$ cat config.mk
export PLATFORM = sky130hd
export DESIGN_NAME = lab3_sequence_generator
export DESIGN_NICKNAME = d
export VERILOG_FILES = /design/src/rtl/lab3_sequence_generator.sv
export SDC_FILE = /design/constraint.sdc
export NUM_CORES = 1
export LEC_CHECK = 0
export CAP_MARGIN = 5
export CORE_MARGIN = 5
export CORE_UTILIZATION = 60
export DETAILED_ROUTE_END_ITERATION = 6
export PLACE_DENSITY = 0.83
export SYNTH_ARGS = -nofsm -noshare
export SYNTH_HDL_FRONTEND = slang
export SYNTH_SLANG_ARGS = --single-unit
$ cat constraint.sdc
create_clock -name clock -period 3.7 [get_ports clock]
set_clock_uncertainty 0.05 [all_clocks]
set_input_delay 0.74 -clock clock [delete_from_list [all_inputs] [get_ports clock]]
set_output_delay 0.74 -clock clock [all_outputs]
set_load 0.02 [all_outputs]
$ cat src/rtl/lab3_sequence_generator.sv
// ============================================================================
// Module      : lab3_sequence_generator
// Description : Serial MSB-first pattern transmitter with programmable frame
//               repeats and idle gaps. Define SEQGEN_PARITY_EN to append an
//               even-parity bit to every frame.
// Revision    : 1.0 - initial release
// ============================================================================
`default_nettype none

module lab3_sequence_generator #(
    parameter int   WIDTH      = 8,
    parameter int   GAP_CYCLES = 2,
    parameter logic IDLE_LEVEL = 1'b0
) (
    input  logic             clock,
    input  logic             reset,
    input  logic             start,
    input  logic [WIDTH-1:0] pattern,
    input  logic [4:0]       len,
    input  logic [3:0]       repeats,
    output logic             x,
    output logic             x_valid,
    output logic             busy,
    output logic             done
);

    localparam logic [4:0] c_WIDTH5 = 5'(WIDTH);

    typedef enum logic [2:0] {
        S_IDLE   = 3'd0,
        S_SHIFT  = 3'd1,
        S_GAP    = 3'd2,
        S_DONE   = 3'd3,
        S_PARITY = 3'd4
    } state_t;

    state_t             state_q, state_d;
    logic               x_q, x_d;
    logic               x_valid_q, x_valid_d;
    logic               busy_q, busy_d;
    logic               done_q, done_d;
    logic [WIDTH-1:0]   sh_q, sh_d;
    logic [WIDTH-1:0]   pat_q, pat_d;
    logic [4:0]         len_q, len_d;
    logic [4:0]         cnt_q, cnt_d;
    logic [3:0]         rep_q, rep_d;
    logic [3:0]         gap_q, gap_d;

    logic [4:0]         w_len_eff;
    logic [WIDTH-1:0]   w_aligned;
    logic               w_frame_end;
    logic               w_reload;

    // Pattern is left-aligned so the first bit to send is always the MSB;
    // bits above len are shifted out and never transmitted.
    assign w_len_eff = (len > c_WIDTH5) ? c_WIDTH5 : len;
    assign w_aligned = pattern << (c_WIDTH5 - w_len_eff);

    always_comb begin
        state_d     = state_q;
        x_d         = IDLE_LEVEL;
        x_valid_d   = 1'b0;
        busy_d      = busy_q;
        done_d      = 1'b0;
        sh_d        = sh_q;
        pat_d       = pat_q;
        len_d       = len_q;
        cnt_d       = cnt_q;
        rep_d       = rep_q;
        gap_d       = gap_q;
        w_frame_end = 1'b0;
        w_reload    = 1'b0;

        case (state_q)
            S_IDLE: begin
                busy_d = 1'b0;
                if (start) begin
                    busy_d = 1'b1;
                    if (w_len_eff != 5'd0) begin
                        pat_d     = w_aligned;
                        len_d     = w_len_eff;
                        rep_d     = repeats;
                        state_d   = S_SHIFT;
                        x_d       = w_aligned[WIDTH-1];
                        x_valid_d = 1'b1;
                        sh_d      = w_aligned << 1;
                        cnt_d     = w_len_eff - 5'd1;
                    end else begin
                        state_d = S_DONE;
                        done_d  = 1'b1;
                    end
                end
            end
            S_SHIFT: begin
                if (cnt_q != 5'd0) begin
                    x_d       = sh_q[WIDTH-1];
                    x_valid_d = 1'b1;
                    sh_d      = sh_q << 1;
                    cnt_d     = cnt_q - 5'd1;
                end else begin
`ifdef SEQGEN_PARITY_EN
                    state_d   = S_PARITY;
                    x_d       = ^pat_q;
                    x_valid_d = 1'b1;
`else
                    w_frame_end = 1'b1;
`endif
                end
            end
`ifdef SEQGEN_PARITY_EN
            S_PARITY: w_frame_end = 1'b1;
`endif
            S_GAP: begin
                if (gap_q == 4'd0) begin
                    w_reload = 1'b1;
                end else begin
                    gap_d = gap_q - 4'd1;
                end
            end
            S_DONE: begin
                state_d = S_IDLE;
                busy_d  = 1'b0;
            end
            default: state_d = S_IDLE;
        endcase

        if (w_frame_end) begin
            if (rep_q != 4'd0) begin
                rep_d = rep_q - 4'd1;
                if (GAP_CYCLES == 0) begin
                    w_reload = 1'b1;
                end else begin
                    state_d = S_GAP;
                    gap_d   = 4'(GAP_CYCLES - 1);
                end
            end else begin
                state_d = S_DONE;
                done_d  = 1'b1;
            end
        end

        // Repeated frames come from the captured copy, never the live input.
        if (w_reload) begin
            state_d   = S_SHIFT;
            x_d       = pat_q[WIDTH-1];
            x_valid_d = 1'b1;
            sh_d      = pat_q << 1;
            cnt_d     = len_q - 5'd1;
        end
    end

    always_ff @(posedge clock or posedge reset) begin
        if (reset) begin
            state_q   <= S_IDLE;
            x_q       <= IDLE_LEVEL;
            x_valid_q <= 1'b0;
            busy_q    <= 1'b0;
            done_q    <= 1'b0;
            sh_q      <= '0;
            pat_q     <= '0;
            len_q     <= '0;
            cnt_q     <= '0;
            rep_q     <= '0;
            gap_q     <= '0;
        end else begin
            state_q   <= state_d;
            x_q       <= x_d;
            x_valid_q <= x_valid_d;
            busy_q    <= busy_d;
            done_q    <= done_d;
            sh_q      <= sh_d;
            pat_q     <= pat_d;
            len_q     <= len_d;
            cnt_q     <= cnt_d;
            rep_q     <= rep_d;
            gap_q     <= gap_d;
        end
    end

    assign x       = x_q;
    assign x_valid = x_valid_q;
    assign busy    = busy_q;
    assign done    = done_q;

endmodule

`default_nettype wire
Word level (Yosys, flattened, before mapping). Cells that the tools add are included.

Input port bits: 20. Bits in registers: 41. Output and inout bits: 4. Word-level logic and storage cells: 85.

Reductions and logical operators: 11. Mux-type cells: 47. Shift operators: 1. Add/subtract/negate cells: 6. Eq/ne operators: 8. Magnitude comparators: 1.

Operators with widths (number): $mux W4 (9); $mux W8 (4); $mux W5 (5); $mux W1 (19); $pmux W8 S2 (1); $sub A5 B1 Y5 const B (3); $pmux W5 S2 (1); $reduce_bool A5 Y1 (2); $mux W3 (3); $ne A3 B3 Y1 const B (3); $shl A8 B5 Y8 (1); $sub A4 B1 Y4 const B (2); $eq A3 B2 Y1 const B (2); $pmux W1 S2 (3); $pmux W3 S2 (1); $gt A5 B4 Y1 const B (1); $sub A4 B5 Y5 const A (1); $logic_not A4 Y1 (1); $ne A4 B4 Y1 const B (1); $reduce_and A4 Y1 (1); $reduce_bool A4 Y1 (1); $eq A3 B1 Y1 const B (1); $logic_not A3 Y1 (1); $ne A3 B1 Y1 const B (1); other kinds (6) (6).

Depth between registers and ports, before layout.
Depth in word-level cells: 8. Mapped depth: 11. Depth with buffers taken out: 10.

Worst setup path after synthesis. Ideal clock, no wire load.

Kind: in2reg. Start point: input len[0]. End point: register x_q (netlist: x). Setup time: 0.126 ns. Arrival: 2.795 ns. Stages on the path: 9. Buffers on the path: 2. Path slack: 0.729 ns. Path through: buf_2 -> or3b_2 -> ha_1 -> clkbuf_1 -> o21a_1 -> a22oi_1 -> mux2_2 -> o22ai_1 -> a221o_1.

Cells in the longest elaborated chain, start to end: 8. Elaborated cells between the ends (all ways): 9.

Ends and longest elaborated chain: start, declared (line 19) `input logic [4:0] len,`; $gt A5 B4 Y1 (line 56) `assign w_len_eff = (len > c_WIDTH5) ? c_WIDTH5 : len;`; $mux W5 * (line 56); $sub A4 B5 Y5 (line 57) `assign w_aligned = pattern << (c_WIDTH5 - w_len_eff);`; $shl A8 B5 Y8 (line 57); $mux W1 * (line 79) `if (w_len_eff != 5'd0) begin`; $mux W1 * (line 77) `if (start) begin`; $pmux W1 S2 * (line 74) `case (state_q)`; $mux W1 * (line 143) `if (w_reload) begin`; named net x_d (line 38) `logic x_q, x_d;`; end signal, assigned (line 155) `x_q <= IDLE_LEVEL;`; end signal, assigned (line 167) `x_q <= x_d;`; end, declared (line 38).

Mark *: on every way through the listed nets, which the timed path passes. The rest lies on a longest branch. A chain may end at the register's enable or synchronous reset.

Final worst setup path.
Start point: input len[4]. End point: register x_q (netlist: x).

Same word-level chain as after synthesis.

==> impl_metrics.csv <==
group,metric,value,unit
outcome,status,"complete, no violations",
floorplanning,dieArea,5610,sq um
clock_network,post_cts_buffers,0,
drt,wire_per_inst,16.2,um
drt,drt_first_pass_iters,4,
place,portBuffers,23,
worst_setup_path,required,3.83,ns
finish,multiInputGateArea,1450,sq um
clock_network,clk_latency,0.29,ns
worst_setup_path,end_kind,"register",
worst_setup_path,crit_slowest_cell,"or3b_2",
synth,yosys.area.top_type,"dfrtp_1",
timing,fin_setup_tns,0,ns
place,routabilityCongestion,0.850,
global_route,gr-usage-all-layers,23.0,%
timing,fmax,0.317,GHz
timing,slew_headroom,44.3,%
clock_network,cts_num_sinks,39,
power_and_ir_drop,pwr-share-comb,12.7,%
global_route,grt_max_degree,21,
clock_network,path_clk_slew,0.08,ns
synth,synth.most_common_cell,"dfrtp_1",
place,dp.cells,351,
worst_setup_path,cp-start-kind,"input port",
power_and_ir_drop,p_leak,0.00124,uW
worst_setup_path,crit_arrival,3.29,ns
clock_network,htree_levels,2,
synth,synthArstFlopShare,100,%
worst_setup_path,slowest_delay,0.56,ns
synth,yosysUniqueCellTypes,58,
drt,dr_total_vias,2155,
synth,synth_top_area_share,38.6,%
synth,synthTopCellsByCount,"dfrtp_1 (39), nand2_1 (34), nor2_1 (22)",
power_and_ir_drop,internal_power,606,uW
clock_network,clock_path_buffers,2,
power_and_ir_drop,p_sw,200,uW
floorplanning,num_rows,23,
floorplanning,die_x,74.9,um
drt,routed_wl,5820,um
drt,viasPerCell,6.00,
power_and_ir_drop,p_per_area,274,nW/um^2
drt,drt_iter0_drc,122,
synth,synth_nets,308,
clock_network,hold_buffers,0,
worst_setup_path,critPathKind,"in -> reg",
synth,ys_seq_area_share,38.6,%
worst_setup_path,cp_cell_sequence,"clkdlybuf4s50_1, or3b_2, ha_1, o21a_1, a22oi_1, mux2_2, o22ai_1, a221o_1",
synth,ys_warn_count,0,
power_and_ir_drop,sequentialPowerShare,52.8,%
synth,synthFlopType,"dfrtp_1",
clock_network,cts_tree,"done",
drt,drc,0,
global_route,grt_first_pass_wirelength,9850,um
place,dp_hpwl,4360,um
clock_network,ctsResizeCount,0,
synth,syn_area,2530,sq um
finish,fillers,313,
synth,syn_avg_cell_area,9.06,sq um
timing,worst_pin_slew,0.835,ns
timing,rsz0062_at_grt,"no",
hold_path,hold_class,"reg -> reg",
finish,diodes,0,
timing,slew_viol_final,0,
drt,ant_nets,0,
floorplanning,coreArea,4060,sq um
floorplanning,initial_core_util,62.3,%
synth,ys_top_cells_by_area,"dfrtp_1 (39%), nand2_1 (5.0%), mux2_2 (4.9%), ha_1 (4.5%), o21ai_0 (4.0%)",
timing,finalSetupViolCount,0,
global_route,antenna_found_initial,0,
power_and_ir_drop,vdd_drop_max,0.162,mV
global_route,overflow,0,
timing,hold_viol,0,
job,maxCapViolCount,0,
synth,netlist_instances,279,
timing,fin_crit_sh,85.3,%
worst_setup_path,crit_fanout,8,
finish,area_growth,16.6,%
finish,seq_area,976,sq um
finish,drive_above_1_share,14.2,%
clock_network,cts-buffers-inserted,5,
floorplanning,io-pin-count,24,
power_and_ir_drop,power.switching_fraction,24.8,%
synth,ys_ff_latch,39,
finish,final_cells,359,
synth,synth_edf_count,0,
floorplanning,die_y,74.9,um
global_route,grt_pass1_vias,2122,
clock_network,root_buffer,"clkbuf_8",
finish,nets,337,
power_and_ir_drop,power_frac_clock,34.5,%
timing,finalCriticalPeriod,3.15,ns
cell families (layout without fill, tap and decap cells):
| kind of cell | count (synthesis) | after routing | share of synthesized area [%] |
|---|---|---|---|
| fa+ha+maj | 9 | 9 | 4.45 |
| compound gates | 91 | 91 | 25.4 |
| mux | 16 | 16 | 6.88 |
| buf+inv | 27 | 57 | 4.40 |
| xor+xnor | 4 | 4 | 1.39 |
| flops | 39 | 39 | 38.6 |
| simple gates | 93 | 93 | 18.9 |
cell usage in the layout (no fill, tap or decap), types with 6 or more instances in the layout:
cell / count
nand2_1: 34
nor3_1: 9
clkdlybuf4s50_1: 23
inv_1: 11
buf_4: 14
mux2_2: 11
dfrtp_1: 39
ha_1: 9
o21ai_0: 20
a211oi_1: 6
o31ai_1: 9
nor2_1: 22
a21oi_1: 15
layer usage:
layer	part of all wire (%)	global-route usage [%]	wire length [um]	up-vias
met1	44	29.7	2560	997
met5	0	0	0	-
met4	1.8	8.89	102	0
li1	-	-	-	1083
met2	48	39.0	2800	67
met3	6.2	3.47	358	8
power groups by stage:
stage / Sequential, uW / Clock (uW) / Combinational [uW]
finish: 426 / 278 / 102
global route: 426 / 303 / 111
CTS: 426 / 286 / 102
detailed placement: 434 / 0 / 102
global placement: 434 / 0 / 100
floorplan: 434 / 0 / 58.9
through the flow:
| stage | cell area (sq um) | worst slack, ns | power [uW] | hold slack [ns] | util, % |
|---|---|---|---|---|---|
| after CTS | 2950 | 0.585 | 814 | 0.435 | 72.6 |
| after global routing | 2950 | 0.411 | 840 | 0.454 | 72.6 |
| final | 2950 | 0.545 | 806 | 0.430 | 72.6 |
| after floorplan | 2530 | 0.729 | 493 | 0.395 | - |
| after global placement | 2870 | 0.360 | 535 | 0.415 | 70.6 |
| after detailed placement | 2870 | 0.267 | 536 | 0.418 | 70.6 |
flip-flops by register name, summed over array words and instances (netlist names), 2 cells and up:
name / cells
state_q: 2
len_q: 5
pat_q: 8
sh_q: 7
rep_q: 4
cnt_q: 5
gap_q: 4
critical path: cells and delay by family:
| family | cells | cell delay (ns) |
|---|---|---|
| muxes | 1 | 0.25 |
| adders and majority gates | 1 | 0.24 |
| AOI/OAI and AO/OA | 4 | 0.97 |
| buffers and inverters | 1 | 0.52 |
| and+or+nand+nor | 1 | 0.56 |
path summary, 6_finish.rpt:
path                       cells after the start  slack, ns       end        from
max reg2reg                                    9       0.87  cnt_q[4]  state_q[0]
min                                            2       0.43  len_q[0]    len_q[0]
max                                            8       0.55         x      len[4]
min in group asynchronous                      2       0.83  rep_q[1]       reset
max in group asynchronous                      3       2.02   sh_q[7]       reset
min reg2reg                                    2       0.43  len_q[0]    len_q[0]
final cells by class:
type / count / area share, %
Tap cell: 50 / 2.12
Multi-Input combinational cell: 213 / 49.1
Clock inverter: 1 / 0.170
Inverter: 12 / 1.53
Timing Repair Buffer: 37 / 11.4
Clock buffer: 7 / 2.59
Sequential cell: 39 / 33.1
No activity file was read; power rests on OpenSTA's default activity.
